==> src/rtl/fc_gen_pkg.sv <==
// Shared types and saturating arithmetic helpers for the FC layer engine.
package fc_gen_pkg;

    typedef enum logic [2:0] {
        ST_IDLE,
        ST_WLOAD,
        ST_XLOAD,
        ST_MAC,
        ST_OUT
    } state_e;

    function automatic longint sat_max(input int w);
        return (longint'(1) <<< (w - 1)) - longint'(1);
    endfunction

    function automatic longint sat_min(input int w);
        return -(longint'(1) <<< (w - 1));
    endfunction

    function automatic longint sat_clamp(input longint v, input int w);
        if (v > sat_max(w)) return sat_max(w);
        if (v < sat_min(w)) return sat_min(w);
        return v;
    endfunction

    function automatic longint sat_add(input longint a, input longint b, input int w);
        return sat_clamp(a + b, w);
    endfunction

endpackage

==> src/rtl/fc_sat_mac.sv <==
// One MAC lane: operand register -> saturated product register -> saturated accumulator.
module fc_sat_mac
    import fc_gen_pkg::*;
#(
    parameter int WIDTH = 16
) (
    input  logic             clk,
    input  logic             reset,
    input  logic             clr_i,
    input  logic             en_i,
    input  logic [WIDTH-1:0] x_i,
    input  logic [WIDTH-1:0] w_i,
    output logic [WIDTH-1:0] acc_o
);
    logic signed [WIDTH-1:0]   x_q, w_q, prod_q, prod_d, acc_q, acc_d;
    logic                      op_vld_q, prod_vld_q;
    logic signed [2*WIDTH-1:0] prod_full;

    assign prod_full = (2*WIDTH)'(x_q) * (2*WIDTH)'(w_q);
    assign prod_d    = WIDTH'(sat_clamp(longint'(prod_full), WIDTH));
    assign acc_d     = WIDTH'(sat_add(longint'(acc_q), longint'(prod_q), WIDTH));

    always_ff @(posedge clk or posedge reset) begin
        if (reset) begin
            x_q        <= '0;
            w_q        <= '0;
            prod_q     <= '0;
            acc_q      <= '0;
            op_vld_q   <= 1'b0;
            prod_vld_q <= 1'b0;
        end else begin
            op_vld_q   <= en_i;
            prod_vld_q <= op_vld_q;
            if (en_i) begin
                x_q <= x_i;
                w_q <= w_i;
            end
            if (op_vld_q) prod_q <= prod_d;
            if (clr_i) acc_q <= '0;
            else if (prod_vld_q) acc_q <= acc_d;
        end
    end

    assign acc_o = acc_q;
endmodule

==> src/rtl/fc_layer_gen.sv <==
// Fully-connected layer engine: weights streamed into P banks, x vector streamed in,
// P saturating MAC lanes produce M results group by group with optional ReLU.
module fc_layer_gen
    import fc_gen_pkg::*;
#(
    parameter int WIDTH = 16,
    parameter int M     = 8,
    parameter int N     = 8,
    parameter int P     = 1,
    parameter int RELU  = 1
) (
    input  logic             clk,
    input  logic             reset,
    input  logic             weight_valid,
    output logic             weight_ready,
    input  logic [WIDTH-1:0] weight_data,
    input  logic             input_valid,
    output logic             input_ready,
    input  logic [WIDTH-1:0] input_data,
    output logic             output_valid,
    input  logic             output_ready,
    output logic [WIDTH-1:0] output_data
);
    localparam int G  = M / P;
    localparam int BD = G * N;
    localparam int XW = $clog2(N);
    localparam int CW = $clog2(N + 4);
    localparam int GW = (G > 1) ? $clog2(G) : 1;
    localparam int LW = (P > 1) ? $clog2(P) : 1;
    localparam int AW = (BD > 1) ? $clog2(BD) : 1;

    localparam logic [XW-1:0] X_LAST   = XW'(N - 1);
    localparam logic [CW-1:0] ISSUE_N  = CW'(N);
    localparam logic [CW-1:0] MAC_LAST = CW'(N + 3);
    localparam logic [GW-1:0] G_LAST   = GW'(G - 1);
    localparam logic [LW-1:0] L_LAST   = LW'(P - 1);
    localparam logic [AW-1:0] N_A      = AW'(N);

    state_e          state_q, state_d;
    logic            w_loaded_q, w_loaded_d;
    logic [XW-1:0]   w_col_q, w_col_d;
    logic [LW-1:0]   w_bank_q, w_bank_d;
    logic [GW-1:0]   w_grp_q, w_grp_d;
    logic [XW-1:0]   x_idx_q, x_idx_d;
    logic [CW-1:0]   mac_cnt_q, mac_cnt_d;
    logic [GW-1:0]   g_q, g_d;
    logic [LW-1:0]   j_q, j_d;
    logic            w_we, x_we, mac_en, mac_clr, res_we;

    logic [WIDTH-1:0] x_mem [N];
    logic [WIDTH-1:0] w_mem [P][BD];
    logic [WIDTH-1:0] res_q [P];
    logic [WIDTH-1:0] acc   [P];
    logic [AW-1:0]    w_wr_addr, w_rd_addr;
    logic [XW-1:0]    x_rd_addr;

    assign w_wr_addr = AW'(w_grp_q) * N_A + AW'(w_col_q);
    assign x_rd_addr = mac_cnt_q[XW-1:0];
    assign w_rd_addr = AW'(g_q) * N_A + AW'(x_rd_addr);

    always_ff @(posedge clk) begin
        if (w_we) w_mem[w_bank_q][w_wr_addr] <= weight_data;
        if (x_we) x_mem[x_idx_q] <= input_data;
    end

    for (genvar l = 0; l < P; l++) begin : g_lane
        fc_sat_mac #(.WIDTH(WIDTH)) u_mac (
            .clk   (clk),
            .reset (reset),
            .clr_i (mac_clr),
            .en_i  (mac_en),
            .x_i   (x_mem[x_rd_addr]),
            .w_i   (w_mem[l][w_rd_addr]),
            .acc_o (acc[l])
        );
    end

    always_ff @(posedge clk or posedge reset) begin
        if (reset) begin
            for (int l = 0; l < P; l++) res_q[l] <= '0;
        end else if (res_we) begin
            for (int l = 0; l < P; l++)
                res_q[l] <= (RELU != 0 && acc[l][WIDTH-1]) ? '0 : acc[l];
        end
    end

    always_ff @(posedge clk or posedge reset) begin
        if (reset) begin
            state_q    <= ST_IDLE;
            w_loaded_q <= 1'b0;
            w_col_q    <= '0;
            w_bank_q   <= '0;
            w_grp_q    <= '0;
            x_idx_q    <= '0;
            mac_cnt_q  <= '0;
            g_q        <= '0;
            j_q        <= '0;
        end else begin
            state_q    <= state_d;
            w_loaded_q <= w_loaded_d;
            w_col_q    <= w_col_d;
            w_bank_q   <= w_bank_d;
            w_grp_q    <= w_grp_d;
            x_idx_q    <= x_idx_d;
            mac_cnt_q  <= mac_cnt_d;
            g_q        <= g_d;
            j_q        <= j_d;
        end
    end

    always_comb begin
        state_d      = state_q;
        w_loaded_d   = w_loaded_q;
        w_col_d      = w_col_q;
        w_bank_d     = w_bank_q;
        w_grp_d      = w_grp_q;
        x_idx_d      = x_idx_q;
        mac_cnt_d    = mac_cnt_q;
        g_d          = g_q;
        j_d          = j_q;
        weight_ready = 1'b0;
        input_ready  = 1'b0;
        output_valid = 1'b0;
        output_data  = '0;
        w_we         = 1'b0;
        x_we         = 1'b0;
        mac_en       = 1'b0;
        mac_clr      = 1'b0;
        res_we       = 1'b0;
        if (!reset) begin
            case (state_q)
                ST_IDLE, ST_WLOAD: begin
                    weight_ready = 1'b1;
                    input_ready  = (state_q == ST_IDLE) && w_loaded_q && !weight_valid;
                    if (weight_valid) begin
                        w_we    = 1'b1;
                        state_d = ST_WLOAD;
                        w_col_d = w_col_q + XW'(1);
                        // Row-major stream: rows rotate over banks, then advance bank depth.
                        if (w_col_q == X_LAST) begin
                            w_col_d  = '0;
                            w_bank_d = w_bank_q + LW'(1);
                            if (w_bank_q == L_LAST) begin
                                w_bank_d = '0;
                                w_grp_d  = w_grp_q + GW'(1);
                                if (w_grp_q == G_LAST) begin
                                    w_grp_d    = '0;
                                    w_loaded_d = 1'b1;
                                    state_d    = ST_IDLE;
                                end
                            end
                        end
                    end else if (input_ready && input_valid) begin
                        x_we    = 1'b1;
                        x_idx_d = x_idx_q + XW'(1);
                        state_d = ST_XLOAD;
                    end
                end
                ST_XLOAD: begin
                    input_ready = 1'b1;
                    if (input_valid) begin
                        x_we    = 1'b1;
                        x_idx_d = x_idx_q + XW'(1);
                        if (x_idx_q == X_LAST) begin
                            x_idx_d   = '0;
                            g_d       = '0;
                            mac_cnt_d = '0;
                            state_d   = ST_MAC;
                        end
                    end
                end
                ST_MAC: begin
                    // N issue cycles, then the pipeline drains before results are latched.
                    mac_en    = (mac_cnt_q < ISSUE_N);
                    mac_cnt_d = mac_cnt_q + CW'(1);
                    if (mac_cnt_q == MAC_LAST) begin
                        res_we    = 1'b1;
                        mac_clr   = 1'b1;
                        mac_cnt_d = '0;
                        j_d       = '0;
                        state_d   = ST_OUT;
                    end
                end
                ST_OUT: begin
                    output_valid = 1'b1;
                    output_data  = res_q[j_q];
                    if (output_ready) begin
                        j_d = j_q + LW'(1);
                        if (j_q == L_LAST) begin
                            j_d = '0;
                            if (g_q == G_LAST) begin
                                g_d     = '0;
                                state_d = ST_IDLE;
                            end else begin
                                g_d     = g_q + GW'(1);
                                state_d = ST_MAC;
                            end
                        end
                    end
                end
                default: state_d = ST_IDLE;
            endcase
        end
    end
endmodule

==> config.mk <==
export PLATFORM = sky130hd
export DESIGN_NAME = fc_layer_gen
export DESIGN_NICKNAME = d
export VERILOG_FILES = /design/src/rtl/fc_gen_pkg.sv /design/src/rtl/fc_sat_mac.sv /design/src/rtl/fc_layer_gen.sv
export SDC_FILE = /design/constraint.sdc
export NUM_CORES = 2
export LEC_CHECK = 0
export ABC_AREA = 1
export CAP_MARGIN = 20
export CORE_MARGIN = 3
export CORE_UTILIZATION = 45
export CTS_BUF_LIST = sky130_fd_sc_hd__clkbuf_8 sky130_fd_sc_hd__clkbuf_16
export CTS_CLUSTER_SIZE = 10
export DETAILED_ROUTE_END_ITERATION = 10
export SLEW_MARGIN = 15
export SYNTH_ARGS = -nofsm -noshare
export SYNTH_HDL_FRONTEND = slang
export SYNTH_SLANG_ARGS = --single-unit
==> constraint.sdc <==
create_clock -name clk -period 13.3 [get_ports clk]
set_input_delay 3.99 -clock clk [delete_from_list [all_inputs] [get_ports clk]]
set_output_delay 3.99 -clock clk [all_outputs]
set_load 0.01 [all_outputs]
Word-level counts from Yosys, hierarchy flattened
Memories as Yosys holds them, arrays and structs flattened. A register that Yosys moved wholly into a read port is not among the register bits.
Index checks and enable logic that the tools add are counted.
- input bits: 37
- memories: 2
- register bits after elaboration: 88
- output and inout bits: 19
- memory bits (writable): 1152
- equal/unequal tests: 17
- multipliers: 1
- reductions and logical operators: 21
- mux-type cells: 82
- magnitude comparators: 9
- bitwise operators: 4
- add/sub/neg operators: 10
- memory list (memory ; depth ; bits a word ; rd ports ; clocked after Yosys merged registers in ; write ports ; line ; RTL):
    w_mem ; 1 ; 1024 ; 1 ; 0 ; 1 ; fc_layer_gen.sv:51 ; logic [WIDTH-1:0] w_mem [P][BD];
    x_mem ; 8 ; 16 ; 1 ; 1 ; 1 ; fc_layer_gen.sv:50 ; logic [WIDTH-1:0] x_mem [N];
- operators with widths (kind ; number):
    1024-bit 2-to-1 mux ; 1
    16-bit 2-to-1 mux ; 14
    16-bit binary-select mux with 6-bit select ; 1
    16-bit demux with 6-bit select ; 1
    3-bit 2-to-1 mux ; 18
    15-bit 2-to-1 mux ; 3
    1-bit 2-to-1 mux ; 33
    32-bit by 16-bit greater-than comparator with 1-bit output, second input constant ; 1
    32-bit by 16-bit less-than comparator with 1-bit output, second input constant ; 1
    16-bit by 16-bit multiplier with 32-bit output ; 1
    16-bit by 16-bit adder with 17-bit output ; 1
    17-bit by 16-bit greater-than comparator with 1-bit output, second input constant ; 1
    17-bit by 16-bit less-than comparator with 1-bit output, second input constant ; 1
    3-bit equality test, second input constant ; 5
    7-bit >= comparator, second input constant ; 2
    2-bit != test, second input constant ; 7
    6-bit NOT with 7-bit output ; 2
    3-bit by 1-bit adder with 3-bit output, second input constant ; 4
    6-bit by 3-bit adder with 6-bit output ; 2
    4-bit 2-to-1 mux ; 3
    3-bit one-hot mux with 2 select lines ; 2
    3-bit one-hot mux with 4 select lines ; 1
    4-bit AND reduction ; 3
    6-bit AND reduction ; 2
    21 further kinds ; 34

Logic depth before layout (Yosys ltp)
- depth in word-level cells: 10
- mapped depth: 37

Hierarchy
A second synthesis with hierarchy kept.
- cell total of the unflattened synthesis: 6043
- area total of the unflattened synthesis: 62439.9 um^2
- by module, submodules not included (module ; cells each ; area an instance (um^2) ; instances):
    fc_layer_gen ; 4148 ; 48058.6 ; 1
    fc_sat_mac ; 1895 ; 14381.3 ; 1

Worst setup path after synthesis
No wires, ideal clock.
- kind: input to output
- from: input reset
- to: output output_data[10]
- buffers on the path: 1
- data required time: 9310 ps
- path slack: 4592 ps
- stages on the path: 4
- data arrival time: 4718 ps
- cell sequence: nor2_1 inv_1 clkbuf_1 nor2_1
- word-level cells in the longest chain between the ends: 1
- RTL lines (item ; line ; RTL):
    from (decl) ; fc_layer_gen.sv:13 ; input logic reset,
    16-bit 2-to-1 mux ; fc_layer_gen.sv:130 ; if (!reset) begin
    to (decl) ; fc_layer_gen.sv:22 ; output logic [WIDTH-1:0] output_data
Every way passes these cells.

Final worst setup path
- from: input reset
- to: output output_data[3]
The elaborated chain is that of the path after synthesis.

==> results.yml <==
setup_path:
  worst_setup_path_end_kind: "primary output"
  crit_fanout: 15
  worstSetupEndpoint: "output_data[3]"
  crit_arrival_ns: 6.70
  r2r-start: "g_lane[0].u_mac.w_q[2]$_DFFE_PP0P_"
  max_stage_delay_ns: 0.77
  crit_buf_inv: 3
  path_depth: 5
  reg2reg_depth: 27
  cp-startpoint: "reset"
  r2r_slack_ns: 6.34
  crit_slowest_cell: "nor2_1"
  crit_required_ns: 9.31
  timing.rr.end: "g_lane[0].u_mac.prod_q[12]$_DFFE_PP0P_"
  critPathKind: "in -> out"
  critical-path-top-delay-family: "buffers and inverters"
  start_kind: "primary input"
  path_cells: "clkdlybuf4s50_1 > nor2_1 > inv_1 > nor2_1 > clkdlybuf4s50_1"
sta:
  hold_viol: 0
  finalWorstSetupSlack_ns: 2.61
  relSlewSlack: 0.256
  max_freq_ghz: 0.0935
  finalMaxSlewViolations: 0
  worst_pin_slew_ns: 1.10
  min_period_over_period: 0.804
  setup-violations-final: 0
  min_period_ns: 10.69
  fin_tns_setup_ns: 0
  fin_skew_ns: 0.0505
  rsz0062_at_grt: "false"
yosys:
  netlist_area_sq_mm: 0.0610
  synth_top_flop_cell: "edfxtp_1"
  seq_area_frac_synth: 0.608
  yosysWarnings: 0
  avgSynthCellArea_sq_um: 11.2
  synthCells: 5438
  yosysUniqueCellTypes: 55
  async_flop_share: 0.0806
  synth_fp_nets: 5845
  ys_seq_elements: 1253
  synth_edf_count: 1152
floorplan:
  rows: 134
  die_h_um: 374
  dieArea_sq_mm: 0.140
  initial_core_util: 0.455
  die_w_um: 374
  ios: 56
  core_area_sq_mm: 0.134
detailed_routing:
  drc: 0
  ant_nets: 0
  first_iter_violations: 3801
  wl_per_cell_um: 22.4
  route.met3.wl_mm: 11.1
  viasPerCell: 5.63
  vias: 40900
  totalWireLength_mm: 163
  routed.top_layer: "met4"
  wl_met1_mm: 69.1
  drt_pre_antenna_iters: 5
  wl_met2_mm: 78.6
clocking:
  clockRootBuffer: "clkbuf_16"
  cts_buffer_depth: 3
  postCtsHoldBufs: 0
  h-tree-depth: 4
  clock_latency_ns: 0.77
  cts_resized: 0
  clk_pin_slew_ns: 0.05
  cts_tree: "built"
  clock_sinks: 1253
  cts_inserted_buffers: 146
  postCtsSetupBuffers: 0
layout:
  nets: 5846
  fillCellCount: 11900
  drive_gt1_frac: 0.0645
  syn2layout_area_growth_pct: 10.8
  diodes: 0
global_routing:
  grt.total_usage: 0.231
  overflow: 0
  antenna_found_initial: 1
  grt_max_degree: 150
  grt_pass1_wl_mm: 246
  grt_pass1_vias: 39500
hold_path:
  hold_path_class: "reg -> reg"
place:
  place_ws_ns: 2.37
  numPortBuffers: 54
  place_congestion: 0.878
  hpwl_mm: 96.3
run_status:
  status: "finished clean"
flow_run:
  drv_cap: 0
registers in the layout, summed over array words and instances (netlist names):
| register | count |
|---|---|
| w_col_q | 3 |
| w_grp_q | 3 |
| g_lane.u_mac.op_vld_q | 1 |
| mac_cnt_q | 4 |
| state_q | 3 |
| g_lane.u_mac.w_q | 16 |
| g_lane.u_mac.x_q | 16 |
| g_q | 3 |
| w_loaded_q | 1 |
| x_idx_q | 3 |
| g_lane.u_mac.prod_q | 16 |
| x_mem | 128 |
| res_q | 15 |
| g_lane.u_mac.prod_vld_q | 1 |
| w_mem | 1024 |
| g_lane.u_mac.acc_o | 16 |
stage by stage:
step            util  instances  cell area, sq um  hold slack, ns
2_1_floorplan      -       5438             61000           0.396
3_3_place_gp   0.472       7058             63400           0.476
3_5_place_dp   0.472       7058             63400           0.477
4_1_cts        0.504       7271             67600           0.496
5_1_grt        0.504       7272             67600           0.517
6_report       0.504       7272             67600           0.488
tightest hold or removal path: stages, from the launching register on:
cell	delay, ns
dfrtp_1	0.35
nand2_1	0.06
nand2_1	0.05
Yosys cell counts, types with 63 or more instances:
| master | n | area (sq um) |
|---|---|---|
| edfxtp_1 | 1152 | 34600 |
| nor2_1 | 870 | 3270 |
| o21ai_0 | 755 | 3780 |
| nand2_1 | 604 | 2270 |
| inv_1 | 580 | 2180 |
| o22ai_1 | 266 | 1660 |
| fa_1 | 263 | 5270 |
| clkbuf_1 | 248 | 931 |
| nand3_1 | 118 | 591 |
| ha_1 | 107 | 1340 |
| dfrtp_1 | 101 | 2530 |
| o221ai_1 | 73 | 639 |
| buf_2 | 63 | 315 |
final cells by class:
class / instances / area (sq um) / area share
Inverter: 589 / 2230 / 0.0330
Clock inverter: 66 / 533 / 0.00788
Tap cell: 1768 / 2210 / 0.0327
Timing Repair Buffer: 179 / 1470 / 0.0217
Multi-Input combinational cell: 3270 / 20400 / 0.301
Sequential cell: 1253 / 37100 / 0.549
Clock buffer: 147 / 3670 / 0.0542
layer usage:
layer,up-vias,track usage
met2,1464,0.376
met3,211,0.0378
met5,-,0
met4,0,0.0685
li1,18700,-
met1,20600,0.320
cells in the final DEF (no fill, tap or decap), types with 38 or more instances in the layout:
master and n:
nand2_1 604, edfxtp_1 1152, buf_4 120, o21ai_0 755, o22ai_1 266, inv_1 622
clkbuf_16 146, ha_1 107, o221ai_1 73, fa_1 263, clkdlybuf4s50_1 38, a21oi_1 49
nand3_1 118, nor2_1 870, dfrtp_1 97
cells by family (layout without fill, tap and decap cells):
family                   Yosys count  count (layout)  synth area share
AO/OA/AOI/OAI                   1211            1211             0.112
XOR/XNOR                          37              37           0.00556
adder cells (fa/ha/maj)          370             370             0.108
buffers and inverters            915             981            0.0585
flip-flops                      1253            1253             0.608
other                              1               1         0.0000614
AND/OR/NAND/NOR                 1651            1651             0.107
worst min-delay path by stage:
stage | startpoint | to | slack, ns | depth (start not counted)
2_1_floorplan | g_lane[0].u_mac.op_vld_q$_DFF_PP0_ | g_lane[0].u_mac.prod_vld_q$_DFF_PP0_ | 0.40 | 0
3_3_place_gp | g_lane[0].u_mac.prod_q[13]$_DFFE_PP0P_ | g_lane[0].u_mac.prod_q[13]$_DFFE_PP0P_ | 0.48 | 2
3_5_place_dp | g_lane[0].u_mac.prod_q[13]$_DFFE_PP0P_ | g_lane[0].u_mac.prod_q[13]$_DFFE_PP0P_ | 0.48 | 2
4_1_cts | g_lane[0].u_mac.prod_q[12]$_DFFE_PP0P_ | g_lane[0].u_mac.prod_q[12]$_DFFE_PP0P_ | 0.50 | 2
5_1_grt | g_lane[0].u_mac.prod_q[11]$_DFFE_PP0P_ | g_lane[0].u_mac.prod_q[11]$_DFFE_PP0P_ | 0.52 | 2
6_report | g_lane[0].u_mac.prod_q[12]$_DFFE_PP0P_ | g_lane[0].u_mac.prod_q[12]$_DFFE_PP0P_ | 0.49 | 2
Power is left out: the tool's default activity adds up to more than one toggle a clock period on the data nets, which glitch-free logic cannot reach.
